`src/rtl/conv_window_read_sequencer_if.sv`:
```
// Bundles the pass-control inputs and the per-window read controls that go
// to the feature-map memory and the gating stage.
interface conv_window_read_sequencer_if #(
    parameter int width_b  = 7,
    parameter int height_b = 3
);
    logic                start;
    logic                pad_en;
    logic [width_b:0]    img_w;
    logic [height_b:0]   img_h;
    logic                stall;
    logic [width_b-1:0]  col_addr;
    logic [height_b-1:0] row_addr;
    logic [8:0]          en_read;
    logic                en_bias;
    logic                busy;
    logic                done;

    modport master (
        output start, pad_en, img_w, img_h, stall,
        input  col_addr, row_addr, en_read, en_bias, busy, done
    );

    modport slave (
        input  start, pad_en, img_w, img_h, stall,
        output col_addr, row_addr, en_read, en_bias, busy, done
    );
endinterface

```
`src/rtl/conv_window_read_sequencer.sv`:
```
// Walks a 3x3 window over the feature map in raster order, issuing a bias
// strobe first and then one centre address plus tap-valid mask per window.
module conv_window_read_sequencer #(
    parameter int width_b  = 7,
    parameter int height_b = 3
) (
    input logic clk,
    input logic reset,
    conv_window_read_sequencer_if.slave bus
);
    localparam logic [1:0] S_IDLE = 2'd0;
    localparam logic [1:0] S_BIAS = 2'd1;
    localparam logic [1:0] S_RUN  = 2'd2;
    localparam logic [1:0] S_DONE = 2'd3;

    localparam logic [width_b:0]  W_MIN = (width_b+1)'(3);
    localparam logic [height_b:0] H_MIN = (height_b+1)'(3);
    localparam logic [width_b:0]  W_MAX = {1'b1, {width_b{1'b0}}};
    localparam logic [height_b:0] H_MAX = {1'b1, {height_b{1'b0}}};

    logic [1:0]          state;
    logic [width_b:0]    w_q;
    logic [height_b:0]   h_q;
    logic                pad_q;
    logic [width_b-1:0]  col;
    logic [height_b-1:0] row;

    logic [width_b:0]    col_x, col_m1, col_p1, last_col;
    logic [height_b:0]   row_x, row_m1, row_p1, last_row;
    logic [2:0]          row_ok, col_ok;
    logic [8:0]          mask;
    logic                at_last_col, at_last_row, dims_ok;
    logic [width_b-1:0]  first_col, start_col;
    logic [height_b-1:0] first_row, start_row;

    // Neighbour coordinates are one bit wider so that -1 underflows to a value
    // above any legal dimension and +1 at the edge does not wrap to zero.
    always_comb begin
        col_x    = {1'b0, col};
        row_x    = {1'b0, row};
        col_m1   = col_x - 1'b1;
        col_p1   = col_x + 1'b1;
        row_m1   = row_x - 1'b1;
        row_p1   = row_x + 1'b1;
        row_ok   = {row_m1 < h_q, 1'b1, row_p1 < h_q};
        col_ok   = {col_m1 < w_q, 1'b1, col_p1 < w_q};
        mask     = {{3{row_ok[2]}}, {3{row_ok[1]}}, {3{row_ok[0]}}} & {3{col_ok}};
        last_col = pad_q ? (w_q - 1'b1) : (w_q - 2'd2);
        last_row = pad_q ? (h_q - 1'b1) : (h_q - 2'd2);
        at_last_col = (col_x == last_col);
        at_last_row = (row_x == last_row);
        first_col = {{(width_b-1){1'b0}}, ~pad_q};
        first_row = {{(height_b-1){1'b0}}, ~pad_q};
        start_col = {{(width_b-1){1'b0}}, ~bus.pad_en};
        start_row = {{(height_b-1){1'b0}}, ~bus.pad_en};
        dims_ok  = (bus.img_w >= W_MIN) && (bus.img_w <= W_MAX) &&
                   (bus.img_h >= H_MIN) && (bus.img_h <= H_MAX);
    end

    // Outputs are registered from the state being left, so each state's
    // strobes appear in the cycle after the edge that acts on it.
    always_ff @(posedge clk) begin
        if (reset) begin
            state        <= S_IDLE;
            w_q          <= '0;
            h_q          <= '0;
            pad_q        <= 1'b0;
            col          <= '0;
            row          <= '0;
            bus.col_addr <= '0;
            bus.row_addr <= '0;
            bus.en_read  <= '0;
            bus.en_bias  <= 1'b0;
            bus.busy     <= 1'b0;
            bus.done     <= 1'b0;
        end else begin
            case (state)
                S_IDLE: begin
                    bus.col_addr <= '0;
                    bus.row_addr <= '0;
                    bus.en_read  <= '0;
                    bus.en_bias  <= 1'b0;
                    bus.busy     <= 1'b0;
                    bus.done     <= 1'b0;
                    if (bus.start && dims_ok) begin
                        w_q   <= bus.img_w;
                        h_q   <= bus.img_h;
                        pad_q <= bus.pad_en;
                        col   <= start_col;
                        row   <= start_row;
                        state <= S_BIAS;
                    end
                end
                S_BIAS: begin
                    bus.col_addr <= col;
                    bus.row_addr <= row;
                    bus.en_read  <= '0;
                    bus.en_bias  <= 1'b1;
                    bus.busy     <= 1'b1;
                    bus.done     <= 1'b0;
                    state        <= S_RUN;
                end
                S_RUN: begin
                    bus.col_addr <= col;
                    bus.row_addr <= row;
                    bus.en_bias  <= 1'b0;
                    bus.busy     <= 1'b1;
                    bus.done     <= 1'b0;
                    if (bus.stall) begin
                        bus.en_read <= '0;
                    end else begin
                        bus.en_read <= mask;
                        if (at_last_col) begin
                            col <= first_col;
                            if (at_last_row)
                                state <= S_DONE;
                            else
                                row <= row + 1'b1;
                        end else begin
                            col <= col + 1'b1;
                        end
                    end
                end
                S_DONE: begin
                    bus.col_addr <= '0;
                    bus.row_addr <= '0;
                    bus.en_read  <= '0;
                    bus.en_bias  <= 1'b0;
                    bus.busy     <= 1'b0;
                    bus.done     <= 1'b1;
                    state        <= S_IDLE;
                end
                default: state <= S_IDLE;
            endcase
        end
    end
endmodule

```
`src/flat_wrapper.sv`:
```
// flat-port wrapper written by rule: the top's interface ports become plain ports
module conv_window_read_sequencer_flat 
#(
    parameter int width_b  = 7,
    parameter int height_b = 3
)
  (clk, reset, bus_start, bus_pad_en, bus_img_w, bus_img_h, bus_stall, bus_col_addr, bus_row_addr, bus_en_read, bus_en_bias, bus_busy, bus_done);
  conv_window_read_sequencer_if #(.width_b(width_b), .height_b(height_b)) bus_i ();
  input logic clk;
  input logic reset;
  input wire logic [$bits(bus_i.start)-1:0] bus_start;
  input wire logic [$bits(bus_i.pad_en)-1:0] bus_pad_en;
  input wire logic [$bits(bus_i.img_w)-1:0] bus_img_w;
  input wire logic [$bits(bus_i.img_h)-1:0] bus_img_h;
  input wire logic [$bits(bus_i.stall)-1:0] bus_stall;
  output wire logic [$bits(bus_i.col_addr)-1:0] bus_col_addr;
  output wire logic [$bits(bus_i.row_addr)-1:0] bus_row_addr;
  output wire logic [$bits(bus_i.en_read)-1:0] bus_en_read;
  output wire logic [$bits(bus_i.en_bias)-1:0] bus_en_bias;
  output wire logic [$bits(bus_i.busy)-1:0] bus_busy;
  output wire logic [$bits(bus_i.done)-1:0] bus_done;
  assign bus_i.start = bus_start;
  assign bus_i.pad_en = bus_pad_en;
  assign bus_i.img_w = bus_img_w;
  assign bus_i.img_h = bus_img_h;
  assign bus_i.stall = bus_stall;
  assign bus_col_addr = bus_i.col_addr;
  assign bus_row_addr = bus_i.row_addr;
  assign bus_en_read = bus_i.en_read;
  assign bus_en_bias = bus_i.en_bias;
  assign bus_busy = bus_i.busy;
  assign bus_done = bus_i.done;
  conv_window_read_sequencer #(.width_b(width_b), .height_b(height_b)) u_core (.clk(clk), .reset(reset), .bus(bus_i));
endmodule
```
`config.mk`:
```
export PLATFORM = sky130hd
export DESIGN_NAME = conv_window_read_sequencer_flat
export DESIGN_NICKNAME = d
export VERILOG_FILES = /design/src/rtl/conv_window_read_sequencer_if.sv /design/src/rtl/conv_window_read_sequencer.sv /design/src/flat_wrapper.sv
export SDC_FILE = /design/constraint.sdc
export NUM_CORES = 1
export LEC_CHECK = 0
export BUFFER_PORTS_ARGS = -buffer_cell sky130_fd_sc_hd__buf_4
export CAP_MARGIN = 10
export CORE_ASPECT_RATIO = 1.25
export CORE_MARGIN = 1.5
export CORE_UTILIZATION = 40
export CTS_CLUSTER_DIAMETER = 120
export CTS_CLUSTER_SIZE = 24
export DETAILED_ROUTE_END_ITERATION = 16
export PLACE_DENSITY_LB_ADDON = 0.12
export RECOVER_POWER = 25
export SETUP_SLACK_MARGIN = 0.1
export SYNTH_ARGS = -nofsm -noshare
export SYNTH_HDL_FRONTEND = slang
export SYNTH_SLANG_ARGS = --single-unit
```
`constraint.sdc`:
```
create_clock -name clk -period 2.3 [get_ports clk]
set_input_delay 0.23 -clock clk [delete_from_list [all_inputs] [get_ports clk]]
set_output_delay 0.23 -clock clk [all_outputs]
set_load 0.01 [all_outputs]
```
==> qor.txt <==
Dpl ws: -76.9 ps
First drt pass iteration count: 4
Hold Path Class: input pin to register
Period utilisation layout: 103%
EDFF count, synth: 0
Arr. time, crit path: 2560 ps
Kind of critical path: register to register
Detail Placement HPWL: 5.78 mm
CTS clk-pin slew, worst paths: 90 ps
GRT met2 Usage: 36.2%
Slew headroom: 58.9%
Net load switching power: 825 uW
First-pass GRT wire length: 12.3 mm
Final setup vio count: 3
Routed Antenna Nets: 0
Pleak: 1.75 nW
Sequential share of power: 39.3%
Startpoint Class: register
GRT Overall Usage: 19.5%
R2R Setup Slk: -70 ps
Root buf cell: clkbuf_8
Synth Net Count: 402
Layout area overhead: 28.9%
Max Slew Vio Count: 0
Hold path start: bus_img_w[3]
Overall die height: 101 um
Placed cell area: 3750 um2
Required time of the worst setup path: 2490 ps
Routed wire length: 7.46 mm
Synth Register Bits: 47
Vias per cell: 5.15
Final Hold Viols: 0
Grt peak-use layer: met2
Final instance area: 3950 um2
Hold bufs inserted after CTS: 0
End of the worst register-to-register path: u_core.state[1]
Ports: 39
Max-Cap Viols: 0
Pin count of the biggest net entering global routing: 35
Synth Flop Type: dfxtp_1
R2R cell count: 9
Post-route insts no fill: 516
RSZ-0062 raised after global routing: true
Mean Syn Cell Area: 8.71 um2
Die Width: 81.3 um
Worst Hold Path EP: u_core.w_q[3]
Final worst slack: -68.8 ps
Grt ovf: 0
Worst hold path stage count: 3
Routability congestion estimate from global placement: 0.803
Hold WS: 170 ps
Routed length per placed instance: 14.4 um
Final min period: 2370 ps
Die area: 8200 um2
Sequential area share after synthesis: 30.7%
Clock Skew: 5.24 ps
Pwr Density: 584 nW/um2
DR vias: 2658
Status: complete, but fails checks
Yosys warning total: 0
FMAX: 422 MHz
Internal: 1.48 mW
Core box area: 7400 um2
Placed Cells: 506
Mapped Area: 3060 um2
Most frequent cells in the layout: buf_4, nor2_1, dfxtp_1
Worst-Skew Late Latency: 300 ps
Async set-or-reset flop fraction in the synthesized netlist: 0%
Start of the worst register-to-register path: u_core.h_q[1]
Crit Path Max Fanout: 3
Sinks on Clock Net: 47
Core Rows: 35
Clock power frac: 21.1%
Cells after synthesis: 352
Most common cell after layout, fill and taps aside: buf_4
Diode count: 0
Buffers added on ports: 38
Post-route DRC: 0
Synth unique cells: 63
Logic pwr share: 39.6%
Met1 usage: 23.1%
Worst IR Drop VDD: 0.336 mV
Number of buffers created by CTS: 5
CP endpoint kind: register
H-tree levels: 2
Number of global-route vias before repair: 2557
Failing checks: setup timing
Fin util: 53.4%
Worst-margin pin slew: 613 ps
CTS tree: yes
Layout cells sized above 1: 28.5%
Nets@finish: 474
Initial Utilization: 41.4%
Clock Path Buffers: 2
DRT iter0 DRCs: 77
Sw frac: 35.7%
Initial antenna violation count: 0
Met3 Use GR: 2.17%
-- flip-flops by register name, summed over array words and instances (netlist names) --
name / cells
u_core.bus.en_read: 9
u_core.state: 2
u_core.w_q: 8
u_core.h_q: 4
u_core.col: 7
u_core.row: 3
u_core.bus.done: 1
u_core.bus.en_bias: 1
u_core.bus.busy: 1
u_core.pad_q: 1
u_core.bus.row_addr: 3
u_core.bus.col_addr: 7
-- cells in the mapped netlist (3+ instances only) --
| cell | n | share of area, % |
|---|---|---|
| buf_4 | 3 | 0.73 |
| nor2b_1 | 12 | 2.4 |
| a32oi_1 | 3 | 0.86 |
| nor2_1 | 41 | 5.0 |
| o211ai_1 | 8 | 2.0 |
| clkbuf_1 | 10 | 1.2 |
| a211oi_1 | 3 | 0.73 |
| nand3_1 | 5 | 0.82 |
| ha_1 | 33 | 13 |
| a21o_1 | 3 | 0.73 |
| or2_2 | 3 | 0.61 |
| nand2_1 | 22 | 2.7 |
| mux2i_1 | 17 | 5.6 |
| nor3_1 | 5 | 0.82 |
| xor2_1 | 12 | 3.4 |
| inv_1 | 25 | 3.1 |
| or3_1 | 4 | 0.82 |
| and3_1 | 4 | 0.82 |
| a21oi_1 | 13 | 2.1 |
| xnor2_1 | 7 | 2.0 |
| o21ai_0 | 5 | 0.82 |
| a2111oi_0 | 3 | 0.86 |
| a31oi_1 | 4 | 0.82 |
| nand4_1 | 3 | 0.61 |
| and2_1 | 11 | 2.2 |
| nand2b_1 | 6 | 1.2 |
| dfxtp_1 | 47 | 31 |
-- power groups by stage --
stage | Combinational, mW | Clock (mW) | Sequential, mW
2_1_floorplan | 0.549 | 0 | 0.936
3_5_place_dp | 0.851 | 0 | 0.930
3_3_place_gp | 0.838 | 0 | 0.930
6_report | 0.913 | 0.487 | 0.907
4_1_cts | 0.911 | 0.501 | 0.910
5_1_grt | 1.02 | 0.540 | 0.917
-- repair_timing --
item,CTS,global route
endpoints found under the setup margin,14,17
setup buffers,3,0
pin swaps,11,10
gates resized for setup,17,10
-- cells by family (layout without fill, tap and decap cells) --
group,after synthesis,in the layout,share of synthesized area (%)
AO/OA/AOI/OAI,61,61,15.6
XOR/XNOR,19,19,5.43
flip-flops,47,47,30.7
AND/OR/NAND/NOR,131,131,22.3
adder cells (fa/ha/maj),33,33,13.5
buffers and inverters,41,113,5.47
multiplexers,20,20,7.02
-- critical path: stages (launching register included) --
cell       delay, ps
dfxtp_2          360
inv_4             50
ha_4             230
nand2b_4         130
mux4_2           470
nor4_4           250
nand2b_1         130
a2111oi_4        260
mux2i_1          120
a311o_1          270
-- stage by stage --
stage                     setup TNS [ps]  power (mW)
after CTS                           -132        2.32
final                               -140        2.31
after floorplan                        0        1.49
after global routing                -890        2.47
after detailed placement            -114        1.78
after global placement             -52.9        1.77
-- how the worst max path moves through the flow --
stage,slack (ps),start,end
final,-70,u_core.h_q[1],u_core.state[1]
after global routing,-210,u_core.h_q[1],u_core.state[1]
after CTS,-80,u_core.h_q[1],u_core.state[1]
after detailed placement,-80,u_core.h_q[1],u_core.state[1]
after global placement,-50,u_core.h_q[1],u_core.state[1]
after floorplan,7,u_core.h_q[1],u_core.state[1]
-- area by class of cell --
type	instances	area (um2)
Multi-Input combinational cell	264	2130
Fill cell	733	3450
Timing Repair Buffer	81	567
Tap cell	92	115
Sequential cell	47	953
Inverter	25	96.3
Clock buffer	5	68.8
Clock inverter	2	13.8
-- layer usage --
metal | wire length, um | vias to the layer above
met4 | 82 | 0
met3 | 113 | 5
met1 | 3170 | 1271
met2 | 4090 | 22
met5 | 0 | -
li1 | - | 1360
Power figures use the tool's default switching activity.
